`src/rtl/pipe_sub32_if.sv`:
```
// pipe_sub32_if: operand/result handshake bundle for the pipelined subtractor
interface pipe_sub32_if #(parameter int TAG_W = 5);
  logic             in_valid;
  logic             in_ready;
  logic [31:0]      in_a;
  logic [31:0]      in_b;
  logic             in_cin;
  logic [TAG_W-1:0] in_tag;
  logic             out_valid;
  logic             out_ready;
  logic [31:0]      out_res;
  logic [TAG_W-1:0] out_tag;
  logic             out_n;
  logic             out_z;
  logic             out_c;
  logic             out_v;
  modport master (
    output in_valid, in_a, in_b, in_cin, in_tag, out_ready,
    input  in_ready, out_valid, out_res, out_tag, out_n, out_z, out_c, out_v
  );
  modport slave (
    input  in_valid, in_a, in_b, in_cin, in_tag, out_ready,
    output in_ready, out_valid, out_res, out_tag, out_n, out_z, out_c, out_v
  );
endinterface

```
`src/rtl/pipe_sub32.sv`:
```
// pipe_sub32: 4-stage 32-bit subtract/compare (a + ~b + cin), one 8-bit slice per stage, NZCV flags
module pipe_sub32 #(
  parameter int TAG_W   = 5,
  parameter int SLICE_W = 8
) (
  input logic        clk,
  input logic        rst,
  input logic        flush,
  pipe_sub32_if.slave bus
);
  localparam int S = SLICE_W;
  if (S != 8) begin : g_bad_slice
    $error("pipe_sub32: SLICE_W must be 8");
  end
  function automatic logic [S:0] slice_sub(input logic [S-1:0] a, input logic [S-1:0] b, input logic c);
    return {1'b0, a} + {1'b0, ~b} + {{S{1'b0}}, c};
  endfunction
  logic             stall;
  logic             v1, v2, v3, v4;
  logic             c1, c2, c3, c4;
  logic             z1, z2, z3, z4;
  logic             o4;
  logic [31:S]      a1, b1;
  logic [31:2*S]    a2, b2;
  logic [31:3*S]    a3, b3;
  logic [S-1:0]     r1;
  logic [2*S-1:0]   r2;
  logic [3*S-1:0]   r3;
  logic [31:0]      r4;
  logic [TAG_W-1:0] t1, t2, t3, t4;
  logic [S:0]       x1, x2, x3, x4;
  assign x1 = slice_sub(bus.in_a[S-1:0], bus.in_b[S-1:0], bus.in_cin);
  assign x2 = slice_sub(a1[2*S-1:S], b1[2*S-1:S], c1);
  assign x3 = slice_sub(a2[3*S-1:2*S], b2[3*S-1:2*S], c2);
  assign x4 = slice_sub(a3[31:3*S], b3[31:3*S], c3);
  assign stall        = v4 & ~bus.out_ready;
  assign bus.in_ready = ~rst & ~flush & ~stall;
  assign bus.out_valid = v4;
  assign bus.out_res   = r4;
  assign bus.out_tag   = t4;
  assign bus.out_n     = r4[31];
  assign bus.out_z     = z4;
  assign bus.out_c     = c4;
  assign bus.out_v     = o4;
  // flush only kills valid bits; stale data behind a cleared valid is harmless
  always_ff @(posedge clk or posedge rst) begin
    if (rst) begin
      {v1, v2, v3, v4} <= '0;
      {c1, c2, c3, c4} <= '0;
      {z1, z2, z3, z4, o4} <= '0;
      {a1, b1, a2, b2, a3, b3} <= '0;
      {r1, r2, r3, r4} <= '0;
      {t1, t2, t3, t4} <= '0;
    end else if (flush) begin
      {v1, v2, v3, v4} <= '0;
    end else if (!stall) begin
      v1 <= bus.in_valid;
      a1 <= bus.in_a[31:S];
      b1 <= bus.in_b[31:S];
      r1 <= x1[S-1:0];
      c1 <= x1[S];
      z1 <= x1[S-1:0] == '0;
      t1 <= bus.in_tag;
      v2 <= v1;
      a2 <= a1[31:2*S];
      b2 <= b1[31:2*S];
      r2 <= {x2[S-1:0], r1};
      c2 <= x2[S];
      z2 <= z1 & (x2[S-1:0] == '0);
      t2 <= t1;
      v3 <= v2;
      a3 <= a2[31:3*S];
      b3 <= b2[31:3*S];
      r3 <= {x3[S-1:0], r2};
      c3 <= x3[S];
      z3 <= z2 & (x3[S-1:0] == '0);
      t3 <= t2;
      v4 <= v3;
      r4 <= {x4[S-1:0], r3};
      c4 <= x4[S];
      z4 <= z3 & (x4[S-1:0] == '0);
      o4 <= x4[S] ^ (a3[31] ^ ~b3[31] ^ x4[S-1]);
      t4 <= t3;
    end
  end
endmodule

```
`src/flat_wrapper.sv`:
```
// flat-port wrapper written by rule: the top's interface ports become plain ports
module pipe_sub32_flat 
#(
  parameter int TAG_W   = 5,
  parameter int SLICE_W = 8
)
  (clk, rst, flush, bus_in_valid, bus_in_a, bus_in_b, bus_in_cin, bus_in_tag, bus_out_ready, bus_in_ready, bus_out_valid, bus_out_res, bus_out_tag, bus_out_n, bus_out_z, bus_out_c, bus_out_v);
  pipe_sub32_if #(.TAG_W(TAG_W)) bus_i ();
  input logic clk;
  input logic rst;
  input logic flush;
  input wire logic [$bits(bus_i.in_valid)-1:0] bus_in_valid;
  input wire logic [$bits(bus_i.in_a)-1:0] bus_in_a;
  input wire logic [$bits(bus_i.in_b)-1:0] bus_in_b;
  input wire logic [$bits(bus_i.in_cin)-1:0] bus_in_cin;
  input wire logic [$bits(bus_i.in_tag)-1:0] bus_in_tag;
  input wire logic [$bits(bus_i.out_ready)-1:0] bus_out_ready;
  output wire logic [$bits(bus_i.in_ready)-1:0] bus_in_ready;
  output wire logic [$bits(bus_i.out_valid)-1:0] bus_out_valid;
  output wire logic [$bits(bus_i.out_res)-1:0] bus_out_res;
  output wire logic [$bits(bus_i.out_tag)-1:0] bus_out_tag;
  output wire logic [$bits(bus_i.out_n)-1:0] bus_out_n;
  output wire logic [$bits(bus_i.out_z)-1:0] bus_out_z;
  output wire logic [$bits(bus_i.out_c)-1:0] bus_out_c;
  output wire logic [$bits(bus_i.out_v)-1:0] bus_out_v;
  assign bus_i.in_valid = bus_in_valid;
  assign bus_i.in_a = bus_in_a;
  assign bus_i.in_b = bus_in_b;
  assign bus_i.in_cin = bus_in_cin;
  assign bus_i.in_tag = bus_in_tag;
  assign bus_i.out_ready = bus_out_ready;
  assign bus_in_ready = bus_i.in_ready;
  assign bus_out_valid = bus_i.out_valid;
  assign bus_out_res = bus_i.out_res;
  assign bus_out_tag = bus_i.out_tag;
  assign bus_out_n = bus_i.out_n;
  assign bus_out_z = bus_i.out_z;
  assign bus_out_c = bus_i.out_c;
  assign bus_out_v = bus_i.out_v;
  pipe_sub32 #(.TAG_W(TAG_W), .SLICE_W(SLICE_W)) u_core (.clk(clk), .rst(rst), .flush(flush), .bus(bus_i));
endmodule
```
`config.mk`:
```
export PLATFORM = sky130hd
export DESIGN_NAME = pipe_sub32_flat
export DESIGN_NICKNAME = d
export VERILOG_FILES = /design/src/rtl/pipe_sub32_if.sv /design/src/rtl/pipe_sub32.sv /design/src/flat_wrapper.sv
export SDC_FILE = /design/constraint.sdc
export NUM_CORES = 1
export LEC_CHECK = 0
export CAP_MARGIN = 20
export CORE_ASPECT_RATIO = 0.8
export CORE_UTILIZATION = 45
export CTS_CLUSTER_DIAMETER = 60
export CTS_CLUSTER_SIZE = 24
export DETAILED_ROUTE_END_ITERATION = 16
export PLACE_DENSITY_LB_ADDON = 0.2
export SLEW_MARGIN = 30
export SYNTH_ARGS = -nofsm -noshare
export SYNTH_HDL_FRONTEND = slang
export SYNTH_SLANG_ARGS = --single-unit
```
`constraint.sdc`:
```
create_clock -name clk -period 8.9 [get_ports clk]
set_clock_uncertainty 0.05 [all_clocks]
set_input_delay 1.335 -clock clk [delete_from_list [all_inputs] [get_ports clk]]
set_output_delay 1.335 -clock clk [all_outputs]
set_load 0.05 [all_outputs]
```
==> run_results.csv, run 1 <==
group,metric,value,unit
status,status,"completed",
power,netSwitchingFraction,34.6,%
placed_design,portBuffers,117,
clocking,cts_setup_buffers,0,
floorplanning,die-area,21200,um^2
grt,grt_pass1_wl,30.3,mm
route,wl_per_cell,12.7,um
yosys,ys.flop_type,"dfrtp_1",
placed_design,hpwl,11.5,mm
power,seqPwrFrac,44.9,%
timing,finalCriticalPeriod,4.85,ns
timing,worstMarginPinSlew,0.837,ns
floorplanning,rows,46,
yosys,ys_async_sr_fraction,100,%
yosys,synth_top_cell_by_area,"dfrtp_1",
cells_and_area,nets,1229,
cells_and_area,final_area,11100,um^2
floorplanning,die_h,130,um
floorplanning,io_pins,118,
route,drtPass1Iterations,4,
power,switching_power,0.000928,W
power,ir_drop,0.000171,V
route,drc,0,
grt,overflow,0,
clocking,postCtsHoldBufs,0,
route,dr_total_vias,6658,
worst_setup_path,critical_path_class,"in -> out",
yosys,synth_nets,1135,
timing,fmax,206,MHz
clocking,clk_latency,0.49,ns
route,drtIter0Drc,466,
power,leakagePower,5.59,nW
worst_setup_path,critPathMaxFanout,65,
grt,grt_max_degree,128,
power,pwr-share-comb,28.7,%
clocking,clk_pin_slew,0.09,ns
yosys,avgSynthCellArea,9.05,um^2
yosys,ys_top_cells_by_area,"dfrtp_1 (56%), nand2_1 (20%), ha_1 (3.8%)",
yosys,synth_area,9260,um^2
yosys,synthCells,1024,
floorplanning,core-area,20000,um^2
clocking,numCtsBuffers,15,
clocking,cts_tree,"done",
placed_design,gp_congestion,0.770,
grt,track_usage,17.6,%
yosys,yosysTopAreaCellShare,56.5,%
yosys,synth-seq-cells,209,
yosys,synth.top_cells.by_count,"nand2_1 (485), dfrtp_1 (209), o21ai_0 (56)",
placed_design,placed_cell_area,10600,um^2
timing,timing.hold.ws,0.397,ns
grt,grt_pass1_vias,6326,
worst_setup_path,worstPathArrival,3.47,ns
yosys,yosys_warnings,0,
clocking,cts_resized,0,
worst_setup_path,endpoint_kind,"primary output",
cells_and_area,area_growth,20.1,%
power,intPower,0.00175,W
yosys,yosysUniqueCellTypes,53,
timing,finalCritPeriodShare,54.5,%
yosys,synthMostInstantiatedCell,"nand2_1",
timing,setup_viol,0,
route,wl,17.7,mm
clocking,cts_root_buf,"clkbuf_16",
yosys,synth_edf_count,0,
timing,rsz0062_at_grt,"false",
floorplanning,die_x,162,um
cells_and_area,layout-drive-gt1-share,4.00,%
timing,hold_violations,0,
timing,setup-tns-final,0,ns
clocking,htree_levels,1,
timing,slew_headroom,44.2,%
clocking,cts_num_sinks,209,
worst_setup_path,required,7.52,ns
worst_setup_path,start_kind,"primary input",
route,antenna_left,0,
power,pwr-share-clk,26.4,%
timing,slew_viol_final,0,
run,cap_violations,0,
placed_design,dp_cells,1365,
floorplanning,start_util,46.4,%
clocking,cts.path.max_buffers,3,
yosys,yosysSeqAreaShare,56.5,%
cells_and_area,instances_no_fill,1391,
cells_and_area,final_util,55.7,%
power,power_density,241,nW/um^2
hold_path,hp-class,"reg -> reg",
route,via_per_inst,4.79,
grt,antenna_found_initial,0,
sequential cells by signal (all words and copies together), names as in the netlist, 5 cells and up:
register and cells:
u_core.b3 8, u_core.a1 24, u_core.bus.out_res 32, u_core.a3 8
u_core.t1 5, u_core.r1 8, u_core.t3 5, u_core.r2 16
u_core.a2 16, u_core.t2 5, u_core.b1 24, u_core.b2 16
u_core.r3 24, u_core.bus.out_tag 5
area by class of cell:
class                           instances  area, um^2
Inverter                               43         174
Tap cell                              264         330
Fill cell                            1881        8840
Clock inverter                          7        86.3
Multi-Input combinational cell        727        3690
Timing Repair Buffer                  122        1210
Clock buffer                           18         407
Sequential cell                       209        5230
Antenna cell                            1        2.50
per-stage QoR:
step	power, W	worst slack [ns]
floorplan	0.00175	1.81
global placement	0.00198	4.02
detailed placement	0.00200	4.03
CTS	0.00271	4.02
global route	0.00284	3.92
finish	0.00268	4.05
power by group through the flow:
stage / registers [W] / logic (W) / clock network [W]
5_1_grt: 0.00122 / 0.000849 / 0.000765
2_1_floorplan: 0.00138 / 0.000372 / 0
3_3_place_gp: 0.00122 / 0.000762 / 0
6_report: 0.00120 / 0.000768 / 0.000708
3_5_place_dp: 0.00122 / 0.000775 / 0
4_1_cts: 0.00120 / 0.000779 / 0.000729
path summary, 6_finish.rpt:
| check | from | end | slack [ns] | depth (start not counted) |
|---|---|---|---|---|
| max | bus_out_ready | bus_in_ready | 4.05 | 5 |
| min | u_core.a1[27] | u_core.a2[27] | 0.40 | 2 |
| max reg2reg | u_core.bus.out_valid | u_core.z2 | 5.85 | 7 |
| min reg2reg | u_core.a1[27] | u_core.a2[27] | 0.40 | 2 |
| max in group asynchronous | rst | u_core.r1[6] | 6.24 | 3 |
| min in group asynchronous | rst | u_core.a1[19] | 1.33 | 2 |
layout by cell type (no fill, tap or decap), types with 4 or more instances in the layout:
cell	netlist	routed
o21a_1	9	9
nor3_1	9	9
nor2_1	22	21
nor2b_1	6	6
fa_1	8	8
xnor2_1	5	5
nand2_1	485	485
ha_1	28	28
mux2_2	6	6
a21oi_1	19	19
dfrtp_1	209	209
a211oi_1	6	6
a21o_1	5	5
buf_4	1	4
xor2_1	12	12
inv_1	43	42
clkdlybuf4s50_1	0	117
clkbuf_16	0	15
o21ai_0	56	56
critical path: stages:
cell and delay [ns]:
clkdlybuf4s50_1 0.47, nand2b_1 0.22, nand2b_4 0.40, nor2_1 0.20
clkdlybuf4s50_1 0.82
per-layer routing:
layer,track usage (%),share of wire [%],vias up
li1,-,-,3456
met1,25.2,50,3078
met2,28.5,45,101
met3,2.48,3.9,23
met4,3.88,2.0,0
met5,0,0,-
cells by family after synthesis:
kind of cell	synth area share (%)
AND/OR/NAND/NOR	23.1
XOR/XNOR	1.61
buffers and inverters	3.90
multiplexers	0.959
adder cells (fa/ha/maj)	5.51
AO/OA/AOI/OAI	8.41
flip-flops	56.5
No activity file was read; power rests on OpenSTA's default activity.
==> run 2: changes to the inputs <==
==> constraint.sdc (replaced) <==
create_clock -name clk -period 4.4 [get_ports clk]
set_clock_uncertainty 0.05 [all_clocks]
set_input_delay 0.66 -clock clk [delete_from_list [all_inputs] [get_ports clk]]
set_output_delay 0.66 -clock clk [all_outputs]
set_load 0.05 [all_outputs]
==> run 2 against run 1 <==
  * Sequential share of layout area hardly changed
  * Clock power is 91% higher
  * Total power is 99% higher
  * Worst hold slack better by 0.0083 ns
  * Setup slack worse by 2.7 ns
  * Critical path depth stayed put
  * Sequential power is 100% higher
  * Clock-buffer cell count is 1 lower
  * Utilization hardly changed
  * Critical endpoint unchanged
  * Largest power group unchanged
  * Design area hardly changed
==> run_results.csv, run 2 (same netlist as run 1, synthesis figures left out) <==
group,metric,value,unit
power,leakagePower,5.57,nW
timing,worstMarginPinSlew,0.923,ns
power,power_density,480,nW/um^2
timing,setup-tns-final,0,ns
clocking,cts.path.max_buffers,3,
floorplanning,start_util,46.4,%
timing,finalCriticalPeriod,3.08,ns
floorplanning,die-area,21200,um^2
worst_setup_path,r2r-end,"u_core.bus.out_v",
clocking,htree_levels,1,
placed_design,gp_congestion,0.767,
timing,hold_violations,0,
route,wl_per_cell,12.8,um
cells_and_area,area_growth,20.1,%
clocking,clk_pin_slew,0.09,ns
worst_setup_path,required,3.69,ns
clocking,cts_root_buf,"clkbuf_16",
worst_setup_path,start_kind,"primary input",
grt,antenna_found_initial,0,
worst_setup_path,path_cells,"clkdlybuf4s50_1, nand2b_1, nand2b_4, nor2_1, clkdlybuf4s50_1",
hold_path,whs_path_depth,2,
floorplanning,die_h,130,um
timing,slew_viol_final,0,
clocking,numCtsBuffers,14,
cells_and_area,layout_common_cells,"nand2_1 (485), dfrtp_1 (209), clkdlybuf4s50_1 (117), o21ai_0 (56), inv_1 (42)",
grt,grt_pass1_wl,30.1,mm
grt,grt_max_degree,206,
route,drc,0,
cells_and_area,nets,1227,
status,status,"completed",
timing,fmax,325,MHz
hold_path,hold_start,"u_core.b1[29]",
grt,track_usage,17.3,%
worst_setup_path,critPathBufInv,2,
clocking,postCtsHoldBufs,0,
route,wl,17.8,mm
worst_setup_path,r2r_start,"u_core.b3[24]",
route,via_per_inst,4.82,
grt,overflow,0,
clocking,cts_setup_buffers,0,
worst_setup_path,endpoint_kind,"primary output",
worst_setup_path,critPathMaxFanout,4,
floorplanning,rows,46,
cells_and_area,final_common_cell,"nand2_1",
cells_and_area,multi_input_area,3690,um^2
power,switching_power,0.00183,W
timing,setup_viol,0,
route,antenna_left,0,
power,ir_drop,0.000268,V
worst_setup_path,r2r_slack,1.91,ns
placed_design,hpwl,11.1,mm
floorplanning,io_pins,118,
hold_path,hp-class,"reg -> reg",
power,pwr-share-comb,29.2,%
cells_and_area,largest_register_ffs,32,
floorplanning,die_x,162,um
timing,finalCritPeriodShare,69.9,%
cells_and_area,final_util,55.7,%
clocking,clk_latency,0.47,ns
power,pwr-share-clk,25.2,%
cells_and_area,fillCellCount,1851,
run,cap_violations,0,
power,seqPwrFrac,45.6,%
clocking,cts_tree,"done",
cells_and_area,layout-drive-gt1-share,3.83,%
worst_setup_path,critical_path_class,"in -> out",
timing,fin_ws,1.32,ns
clocking,cts_num_sinks,209,
worst_setup_path,slowest_stage,"clkdlybuf4s50_1",
worst_setup_path,crit_top_cell,"clkdlybuf4s50_1",
worst_setup_path,critPathTopFamily,"buffers and inverters",
timing,rsz0062_at_grt,"false",
route,drtIter0Drc,505,
worst_setup_path,worstPathArrival,2.37,ns
grt,grt_pass1_vias,6182,
power,finalPower,0.00534,W
hold_path,min_to,"u_core.b2[29]",
cells_and_area,seq_area,5230,um^2
route,dr_total_vias,6690,
worst_setup_path,worst-r2r-cell-count,7,
clocking,cts_resized,0,
power,netSwitchingFraction,34.3,%
timing,slew_headroom,38.5,%
placed_design,dp_slack,1.18,ns
power,intPower,0.00351,W
route,drtPass1Iterations,4,
worst_setup_path,critPathMaxStageDelay,0.80,ns
placed_design,portBuffers,117,
floorplanning,core-area,20000,um^2
==> run 2: changes by cell type in the layout (fill, tap and decap cells not counted), moves of 2 or more <==
cell | previous run | this run
inv_12 | 2 | 0
inv_6 | 2 | 0
buf_12 | 0 | 4
buf_4 | 4 | 0
clkinvlp_4 | 0 | 3
==> run 2: layer usage <==
| metal | part of all wire [%] | global-route usage (%) | up-vias |
|---|---|---|---|
| met5 | 0 | 0 | - |
| met2 | 43 | 25.9 | 97 |
| met1 | 52 | 26.3 | 3132 |
| met4 | 1.6 | 4.27 | 0 |
| li1 | - | - | 3439 |
| met3 | 3.7 | 2.64 | 22 |
==> run 2: cell type report <==
| cell class | instances | area share (%) |
|---|---|---|
| Antenna cell | 1 | 0.0225 |
| Clock buffer | 17 | 3.53 |
| Clock inverter | 7 | 0.607 |
| Inverter | 43 | 1.48 |
| Multi-Input combinational cell | 727 | 33.1 |
| Sequential cell | 209 | 47.0 |
| Tap cell | 264 | 2.97 |
| Timing Repair Buffer | 121 | 11.2 |
==> run 2: per-stage QoR <==
stage	instances	cell area, um^2	hold slack [ns]
final	1389	11100	0.405
after global routing	1388	11100	0.437
after CTS	1388	11100	0.412
after detailed placement	1364	10700	0.398
after global placement	1364	10700	0.395
after floorplan	1024	9270	0.385
==> run 2: tightest hold or removal path, stage by stage (launching register included) <==
cell and delay (ns):
dfrtp_1 0.35, nand2_1 0.05, nand2_1 0.05
==> run 2: worst max-delay path by stage <==
stage                       start             to  slack, ns  depth (start not counted)
floorplan                     rst  u_core.a1[10]       0.98                          1
global placement      bus_in_b[0]      u_core.z1       1.22                          9
detailed placement    bus_in_b[0]      u_core.z1       1.18                          9
CTS                 bus_out_ready   bus_in_ready       1.31                          5
global route        bus_out_ready   bus_in_ready       1.23                          5
finish              bus_out_ready   bus_in_ready       1.32                          5
==> run 2: power by group through the flow <==
stage               Clock [W]  Combinational, W  Sequential (W)
floorplan                   0          0.000752         0.00279
global placement            0           0.00155         0.00247
detailed placement          0           0.00157         0.00247
CTS                   0.00139           0.00158         0.00243
global route          0.00146           0.00171         0.00248
finish                0.00135           0.00156         0.00243
